### src/rtl/pipe_pkg.sv
// Shared pipeline definitions: decoded control flags, the bubble control
// value and the hardwired-zero register specifier.
package pipe_pkg;

  // Single-bit decoded control flags. The ALU op is carried beside this
  // struct because its width is a module parameter.
  typedef struct packed {
    logic jump;
    logic branch;
    logic memread;
    logic memwrite;
    logic memtoreg;
    logic regdst;
    logic regwrite;
    logic alusrc;
  } ctrl_flags_t;

  // A bubble carries no side effects: no register write, no memory access.
  localparam ctrl_flags_t BUBBLE_FLAGS = '0;

  // Register 0 is hardwired to zero, so a load targeting it never creates a
  // true data dependence.
  localparam int REG_ZERO = 0;

endpackage

### src/rtl/load_use_detect.sv
// Load-use hazard detector: the instruction in EX is a load whose
// destination is read by the instruction currently in ID.
module load_use_detect
  import pipe_pkg::*;
#(
  parameter int REG_AW = 5
) (
  input  logic              ex_valid,
  input  logic              ex_memread,
  input  logic [REG_AW-1:0] ex_rt,
  input  logic              id_valid,
  input  logic [REG_AW-1:0] id_rs,
  input  logic [REG_AW-1:0] id_rt,
  input  logic              id_alusrc,
  input  logic              id_memwrite,
  input  logic              id_branch,
  output logic              hazard
);

  logic uses_rt;
  logic rt_nonzero;

  // rt is a source unless it is replaced by the immediate; stores and
  // branches read it regardless of alusrc.
  assign uses_rt    = ~id_alusrc | id_memwrite | id_branch;
  assign rt_nonzero = (ex_rt != REG_AW'(REG_ZERO));

  assign hazard = ex_valid & ex_memread & rt_nonzero & id_valid &
                  ((ex_rt == id_rs) | ((ex_rt == id_rt) & uses_rt));

endmodule

### src/rtl/id_ex_stage.sv
// ID/EX pipeline register with load-use stall, flush/hold handling and a
// saturating count of inserted bubbles.
module id_ex_stage
  import pipe_pkg::*;
#(
  parameter int DATA_W  = 32,
  parameter int REG_AW  = 5,
  parameter int ALUOP_W = 6,
  parameter int CNT_W   = 16
) (
  input  logic               clk,
  input  logic               rst,
  input  logic               id_valid,
  input  logic               id_jump,
  input  logic               id_branch,
  input  logic               id_memread,
  input  logic               id_memwrite,
  input  logic               id_memtoreg,
  input  logic               id_regdst,
  input  logic               id_regwrite,
  input  logic               id_alusrc,
  input  logic [ALUOP_W-1:0] id_aluop,
  input  logic [DATA_W-1:0]  id_pc4,
  input  logic [DATA_W-1:0]  id_rs_data,
  input  logic [DATA_W-1:0]  id_rt_data,
  input  logic [DATA_W-1:0]  id_imm,
  input  logic [REG_AW-1:0]  id_rs,
  input  logic [REG_AW-1:0]  id_rt,
  input  logic [REG_AW-1:0]  id_rd,
  input  logic               flush,
  input  logic               ex_hold,
  output logic               ex_valid,
  output logic               ex_jump,
  output logic               ex_branch,
  output logic               ex_memread,
  output logic               ex_memwrite,
  output logic               ex_memtoreg,
  output logic               ex_regdst,
  output logic               ex_regwrite,
  output logic               ex_alusrc,
  output logic [ALUOP_W-1:0] ex_aluop,
  output logic [DATA_W-1:0]  ex_pc4,
  output logic [DATA_W-1:0]  ex_rs_data,
  output logic [DATA_W-1:0]  ex_rt_data,
  output logic [DATA_W-1:0]  ex_imm,
  output logic [REG_AW-1:0]  ex_rs,
  output logic [REG_AW-1:0]  ex_rt,
  output logic [REG_AW-1:0]  ex_rd,
  output logic               stall,
  output logic [CNT_W-1:0]   bubble_cnt
);

  ctrl_flags_t id_flags;
  logic        hazard;

  logic               ex_valid_d,   ex_valid_q;
  ctrl_flags_t        ex_flags_d,   ex_flags_q;
  logic [ALUOP_W-1:0] ex_aluop_d,   ex_aluop_q;
  logic [DATA_W-1:0]  ex_pc4_d,     ex_pc4_q;
  logic [DATA_W-1:0]  ex_rs_data_d, ex_rs_data_q;
  logic [DATA_W-1:0]  ex_rt_data_d, ex_rt_data_q;
  logic [DATA_W-1:0]  ex_imm_d,     ex_imm_q;
  logic [REG_AW-1:0]  ex_rs_d,      ex_rs_q;
  logic [REG_AW-1:0]  ex_rt_d,      ex_rt_q;
  logic [REG_AW-1:0]  ex_rd_d,      ex_rd_q;
  logic [CNT_W-1:0]   bubble_cnt_d, bubble_cnt_q;
  logic               bubble_inc;

  assign id_flags = '{jump:     id_jump,
                      branch:   id_branch,
                      memread:  id_memread,
                      memwrite: id_memwrite,
                      memtoreg: id_memtoreg,
                      regdst:   id_regdst,
                      regwrite: id_regwrite,
                      alusrc:   id_alusrc};

  load_use_detect #(.REG_AW(REG_AW)) u_hazard (
    .ex_valid    (ex_valid_q),
    .ex_memread  (ex_flags_q.memread),
    .ex_rt       (ex_rt_q),
    .id_valid    (id_valid),
    .id_rs       (id_rs),
    .id_rt       (id_rt),
    .id_alusrc   (id_alusrc),
    .id_memwrite (id_memwrite),
    .id_branch   (id_branch),
    .hazard      (hazard)
  );

  // A taken redirect must let IF fetch the new target, so flush masks stall.
  assign stall = ~flush & (ex_hold | hazard);

  // Next-state selection: flush > hold > hazard > normal capture.
  always_comb begin
    ex_valid_d   = ex_valid_q;
    ex_flags_d   = ex_flags_q;
    ex_aluop_d   = ex_aluop_q;
    ex_pc4_d     = ex_pc4_q;
    ex_rs_data_d = ex_rs_data_q;
    ex_rt_data_d = ex_rt_data_q;
    ex_imm_d     = ex_imm_q;
    ex_rs_d      = ex_rs_q;
    ex_rt_d      = ex_rt_q;
    ex_rd_d      = ex_rd_q;
    bubble_inc   = 1'b0;
    if (flush || (!ex_hold && hazard)) begin
      ex_valid_d   = 1'b0;
      ex_flags_d   = BUBBLE_FLAGS;
      ex_aluop_d   = '0;
      ex_pc4_d     = '0;
      ex_rs_data_d = '0;
      ex_rt_data_d = '0;
      ex_imm_d     = '0;
      ex_rs_d      = '0;
      ex_rt_d      = '0;
      ex_rd_d      = '0;
      // A squashed empty slot is not a lost instruction, so it is not counted.
      bubble_inc   = flush ? id_valid : 1'b1;
    end else if (!ex_hold) begin
      ex_valid_d   = id_valid;
      ex_flags_d   = id_flags;
      ex_aluop_d   = id_aluop;
      ex_pc4_d     = id_pc4;
      ex_rs_data_d = id_rs_data;
      ex_rt_data_d = id_rt_data;
      ex_imm_d     = id_imm;
      ex_rs_d      = id_rs;
      ex_rt_d      = id_rt;
      ex_rd_d      = id_rd;
    end
  end

  // Saturating bubble counter.
  always_comb begin
    bubble_cnt_d = bubble_cnt_q;
    if (bubble_inc && (bubble_cnt_q != {CNT_W{1'b1}}))
      bubble_cnt_d = bubble_cnt_q + CNT_W'(1);
  end

  // Stage register with synchronous reset.
  always_ff @(posedge clk) begin
    if (rst) begin
      ex_valid_q   <= 1'b0;
      ex_flags_q   <= BUBBLE_FLAGS;
      ex_aluop_q   <= '0;
      ex_pc4_q     <= '0;
      ex_rs_data_q <= '0;
      ex_rt_data_q <= '0;
      ex_imm_q     <= '0;
      ex_rs_q      <= '0;
      ex_rt_q      <= '0;
      ex_rd_q      <= '0;
      bubble_cnt_q <= '0;
    end else begin
      ex_valid_q   <= ex_valid_d;
      ex_flags_q   <= ex_flags_d;
      ex_aluop_q   <= ex_aluop_d;
      ex_pc4_q     <= ex_pc4_d;
      ex_rs_data_q <= ex_rs_data_d;
      ex_rt_data_q <= ex_rt_data_d;
      ex_imm_q     <= ex_imm_d;
      ex_rs_q      <= ex_rs_d;
      ex_rt_q      <= ex_rt_d;
      ex_rd_q      <= ex_rd_d;
      bubble_cnt_q <= bubble_cnt_d;
    end
  end

  assign ex_valid    = ex_valid_q;
  assign ex_jump     = ex_flags_q.jump;
  assign ex_branch   = ex_flags_q.branch;
  assign ex_memread  = ex_flags_q.memread;
  assign ex_memwrite = ex_flags_q.memwrite;
  assign ex_memtoreg = ex_flags_q.memtoreg;
  assign ex_regdst   = ex_flags_q.regdst;
  assign ex_regwrite = ex_flags_q.regwrite;
  assign ex_alusrc   = ex_flags_q.alusrc;
  assign ex_aluop    = ex_aluop_q;
  assign ex_pc4      = ex_pc4_q;
  assign ex_rs_data  = ex_rs_data_q;
  assign ex_rt_data  = ex_rt_data_q;
  assign ex_imm      = ex_imm_q;
  assign ex_rs       = ex_rs_q;
  assign ex_rt       = ex_rt_q;
  assign ex_rd       = ex_rd_q;
  assign bubble_cnt  = bubble_cnt_q;

endmodule

### config.mk
export PLATFORM = sky130hd
export DESIGN_NAME = id_ex_stage
export DESIGN_NICKNAME = d
export VERILOG_FILES = /design/src/rtl/pipe_pkg.sv /design/src/rtl/load_use_detect.sv /design/src/rtl/id_ex_stage.sv
export SDC_FILE = /design/constraint.sdc
export NUM_CORES = 1
export LEC_CHECK = 0
export ABC_AREA = 1
export CAP_MARGIN = 25
export CELL_PAD_IN_SITES_DETAIL_PLACEMENT = 0
export CELL_PAD_IN_SITES_GLOBAL_PLACEMENT = 1
export CORE_MARGIN = 3
export CORE_UTILIZATION = 29
export DETAILED_ROUTE_END_ITERATION = 8
export PLACE_DENSITY_LB_ADDON = 0.1
export SYNTH_ARGS = -nofsm -noshare
export SYNTH_HDL_FRONTEND = slang
export SYNTH_SLANG_ARGS = --single-unit
### constraint.sdc
create_clock -name clk -period 3.2 [get_ports clk]
set_input_delay 0.48 -clock clk [delete_from_list [all_inputs] [get_ports clk]]
set_output_delay 0.48 -clock clk [all_outputs]
set_load 0.01 [all_outputs]
# After elaboration in Yosys (flattened, before gate mapping)
# Index checks and enable logic that the tools add are counted.
dict set report word_totals {
  ff_bits 174
  output_inout_bits 175
  in_bits 162
  elab_cells 42
}
dict set report classes {
  eq_ne 3
  reduce_logical 6
  n_addsub 1
  n_mux 2
  bitwise_logic 12
}
# cell n
set op_table {}
lappend op_table {{$add 16x1->16 const B} 1}
lappend op_table {{$ne 16x16->1 const B} 1}
lappend op_table {{$eq 5x5->1} 2}
lappend op_table {{$and 1x1->1} 6}
lappend op_table {{$reduce_bool 5->1} 1}
lappend op_table {{$or 1x1->1} 4}
lappend op_table {{$logic_and 1x1->1} 2}
lappend op_table {{$mux 1} 2}
lappend op_table {{$not 1->1} 2}
lappend op_table {{$reduce_or 2->1} 1}
lappend op_table {{$logic_not 1->1} 1}
lappend op_table {{$logic_or 1x1->1} 1}

# Depth between registers and ports, before layout
dict set report logic_depth {
  ltp_word 10
  mapped_depth 12
  mapped_depth_nobuf 12
}

# By module
# A second synthesis with hierarchy kept.
dict set report hier_totals {
  hier_cells 890
  hier_area_um2 6595.1
}
# module seq_area_each_um2 area_each_um2 cells_per_inst instances
set by_module_without_submodules {}
lappend by_module_without_submodules {id_ex_stage 3483.3 6363.6 834 1}
lappend by_module_without_submodules {load_use_detect 0.0 231.5 56 1}

# Worst setup path before layout
# OpenSTA, ideal clock, no wires.
dict set report synth_path {
  path_type {input-to-output}
  from {input ex_hold}
  to {output stall}
  required_ns 2.720
  arrival_time_ns 1.147
  n_path_buf 2
  path_slack_ns 1.573
  cell_stages 4
  cell_sequence {buf_2 inv_1 clkbuf_1 a21oi_1}
}
dict set report synth_between {
  elab_chain_cells 2
}
# item line_no
set synth_rtl {}
lappend synth_rtl {{start, declared} id_ex_stage.sv:31} ;# input logic ex_hold,
lappend synth_rtl {{$or 1x1->1} id_ex_stage.sv:92} ;# assign stall = ~flush & (ex_hold | hazard);
lappend synth_rtl {{$and 1x1->1} id_ex_stage.sv:92}
lappend synth_rtl {{end, declared} id_ex_stage.sv:49} ;# output logic stall,
# Every way passes these cells.

# Worst setup path in the final report
dict set report layout_path {
  from {input id_rt[3]}
  to {output stall}
}
dict set report layout_between {
  elab_chain_cells 6
}
# item line_no
set layout_rtl {}
lappend layout_rtl {{start, declared} id_ex_stage.sv:28} ;# input logic [REG_AW-1:0] id_rt,
lappend layout_rtl {{$eq 5x5->1} load_use_detect.sv:29} ;# ((ex_rt == id_rs) | ((ex_rt == id_rt) & uses_rt));
lappend layout_rtl {{$and 1x1->1} load_use_detect.sv:29}
lappend layout_rtl {{$or 1x1->1} load_use_detect.sv:29}
lappend layout_rtl {{$and 1x1->1} load_use_detect.sv:28} ;# assign hazard = ex_valid & ex_memread & rt_nonzero & id_valid &
lappend layout_rtl {{$or 1x1->1} id_ex_stage.sv:92}
lappend layout_rtl {{$and 1x1->1} id_ex_stage.sv:92}
# Every way passes these cells.

==> run metrics <==
max-cap violation count 0; Max Slew Vio Count 0; final hold violation count 0; Synth top area share 53.0%; Placement Rows 54; Die X 157 um; DR DRC count 0; Gate Count Post-Synth 894; Worst-Margin Slew 915 ps; Clock Latency Late Sink 420 ps; Crit Path Class in2out; Seq/Total Area, Yosys 53.0%; Die Y-Extent 157 um; unrepaired setup endpoints after global routing no; clk slew on worst S/H paths 60 ps; initial core utilization 29.8%; antenna violations before repair 1; Layout fillers 2276; endpoints failing setup 0; Final Critical Period 2670 ps; layout cell share with drive strength beyond 1 4.93%; Resized cells post-CTS 0; detailed-route via count 6613; Synth Area per Inst 7.35 um^2; Reg area 3480 um^2; dpl cells 1466; Max Fclk 374 MHz; multi-input logic area 2670 um^2; leakage power 0.00409 uW; status completed; area grow syn2layout 63.6%; first-pass GRT wire length 33900 um; Max rail drop VDD 0.000305 V; Clock Skew 10.2 ps; Arrival @ worst endpoint 2190 ps; largest net degree at the start of global routing 161; crit end category output port; Post-CTS Setup Inserts 0; total track usage 17.6%; hold buffer count at cts 0; number of global-route vias before repair 6151; DR WL/cell 15.1 um; drt total wl 22700 um; core region area 22000 um^2; Synth area leader dfxtp_1; Post-Synthesis Cell Area 6570 um^2; CTS buffer count 17; Adder-Cell Fraction of Synth Area 0.190%; DP HPWL 16100 um; CTS Sinks 174; fin util 48.8%; clock buffer depth 2; syn nets 1057; CP startpoint kind input port; critical-path maximum fanout 3; grt total ovfl 0; simple-gate share of the synthesized area 26.9%; nets@finish 1368; max_slew headroom 39.0%; xor and xnor area share after synthesis 0.133%; period utilization 83.6%; Ports 337; main combinational cell family by area after synthesis simple AND/OR/NAND/NOR gates; Initial DRC Count 393; Routed Antenna Nets 0; # port buffers 336; Fin Setup TNS 0 ps; synth warn 0; Non-Filler Instances 1498; mux cell area share after synthesis 0%; synth unique cells 25; Die ar. 24500 um^2; CP required 2720 ps; Pre-Repair DR Iteration Count 4; Seq cells post-synth 174; pwr dens 466 nW/um^2; vias per cell 4.41; Root Buffer clkbuf_16; top cells by area, synth dfxtp_1 53%, nand2_1 21%, a21oi_1 12%; H-tree depth 4; HP Class reg2reg; TritonCTS clock tree yes; GPL Wtd Cong 0.776; Synth Area in Compound Gates 13.3%; slack of the worst reg-to-reg path 1320 ps
worst max-delay path, cell delays in order:
cell             delay (ps)
clkdlybuf4s50_1         510
inv_1                    50
nand2_1                  50
nand2_1                  40
nor2_1                  120
nand3_1                  90
nand2_1                 110
nand2_1                  60
a21oi_1                 140
clkdlybuf4s50_1         560
final cells by class:
cell class	count	share of cell area [%]
timing repair buffer	348	32.7
clock buffer	17	3.96
multi-input combinational	625	24.8
tap	280	3.26
clock inverter	14	1.45
inverter	39	1.39
antenna	1	0.0233
sequential	174	32.4
per-layer routing:
| metal | vias up | track usage [%] | share of wire (%) |
|---|---|---|---|
| met5 | - | 0 | 0 |
| met4 | 0 | 5.09 | 1.4 |
| met3 | 16 | 7.41 | 9.4 |
| met2 | 201 | 28.8 | 48 |
| met1 | 2949 | 21.2 | 42 |
| li1 | 3447 | - | - |
path summary, 6_finish.rpt:
path,start,depth (start not counted),endpoint
setup / recovery,id_rt[3],10,stall
hold / removal,ex_rt_data[15],2,ex_rt_data[15]
setup reg to reg,ex_rt[4],12,bubble_cnt[3]
hold reg to reg,ex_rt_data[15],2,ex_rt_data[15]
synth_stat cells (all sizes together):
master and n:
buf 23, nand2 369, a21oi 162, inv 38, nand3b 2, or2 1
nor3 2, o21ai 13, ha 1, xnor2 1, nand4 2, clkbuf 33
nor2 49, clkinv 1, nand3 23, dfxtp 174
report_power, final:
part	internal, uW	leakage, uW	switching (uW)
Combinational	361	0.00239	282
Clock	1170	0.000285	934
Sequential	2230	0.00142	36.1
Total	3760	0.00409	1250
cell usage in the layout (no fill, tap or decap), types with 2 or more instances in the layout:
master and instances:
nand3b_1 2, inv_6 5, nand4_1 2, buf_12 5
inv_8 2, nor2_1 46, nand3_1 20, buf_4 8
dfxtp_1 174, clkinv_2 3, clkbuf_16 17, o21ai_0 12
bufinv_16 2, nand3_2 2, inv_1 32, clkinvlp_4 2
nor2_2 3, nand2_1 367, inv_2 5, clkdlybuf4s50_1 335
a21oi_1 162
cell families (layout without fill, tap and decap cells):
group | Yosys count | after routing
other | 0 | 1
adder cells (fa/ha/maj) | 1 | 1
AND/OR/NAND/NOR | 448 | 448
XOR/XNOR | 1 | 1
AO/OA/AOI/OAI | 175 | 175
buffers and inverters | 95 | 418
flip-flops | 174 | 174
sequential cells by signal, indices dropped and copies added (netlist names):
| register | cells |
|---|---|
| ex_rs_data | 32 |
| ex_imm | 32 |
| bubble_cnt | 16 |
| ex_rt | 5 |
| ex_pc4 | 32 |
| ex_alusrc | 1 |
| ex_memwrite | 1 |
| ex_rd | 5 |
| ex_branch | 1 |
| ex_rt_data | 32 |
| ex_regdst | 1 |
| ex_memread | 1 |
| ex_regwrite | 1 |
| ex_jump | 1 |
| ex_memtoreg | 1 |
| ex_valid | 1 |
| ex_aluop | 6 |
| ex_rs | 5 |
per-stage QoR:
stage / cell area (um^2) / total power [uW] / setup WS, ps / hold WS [ps]
floorplan: 6570 / 2560 / 1570 / 480
global placement: 10200 / 2970 / 497 / 451
detailed placement: 10200 / 2970 / 516 / 455
CTS: 10700 / 5080 / 511 / 465
global route: 10800 / 5230 / 415 / 479
finish: 10800 / 5010 / 526 / 461
(Power assumes the default switching activity.)
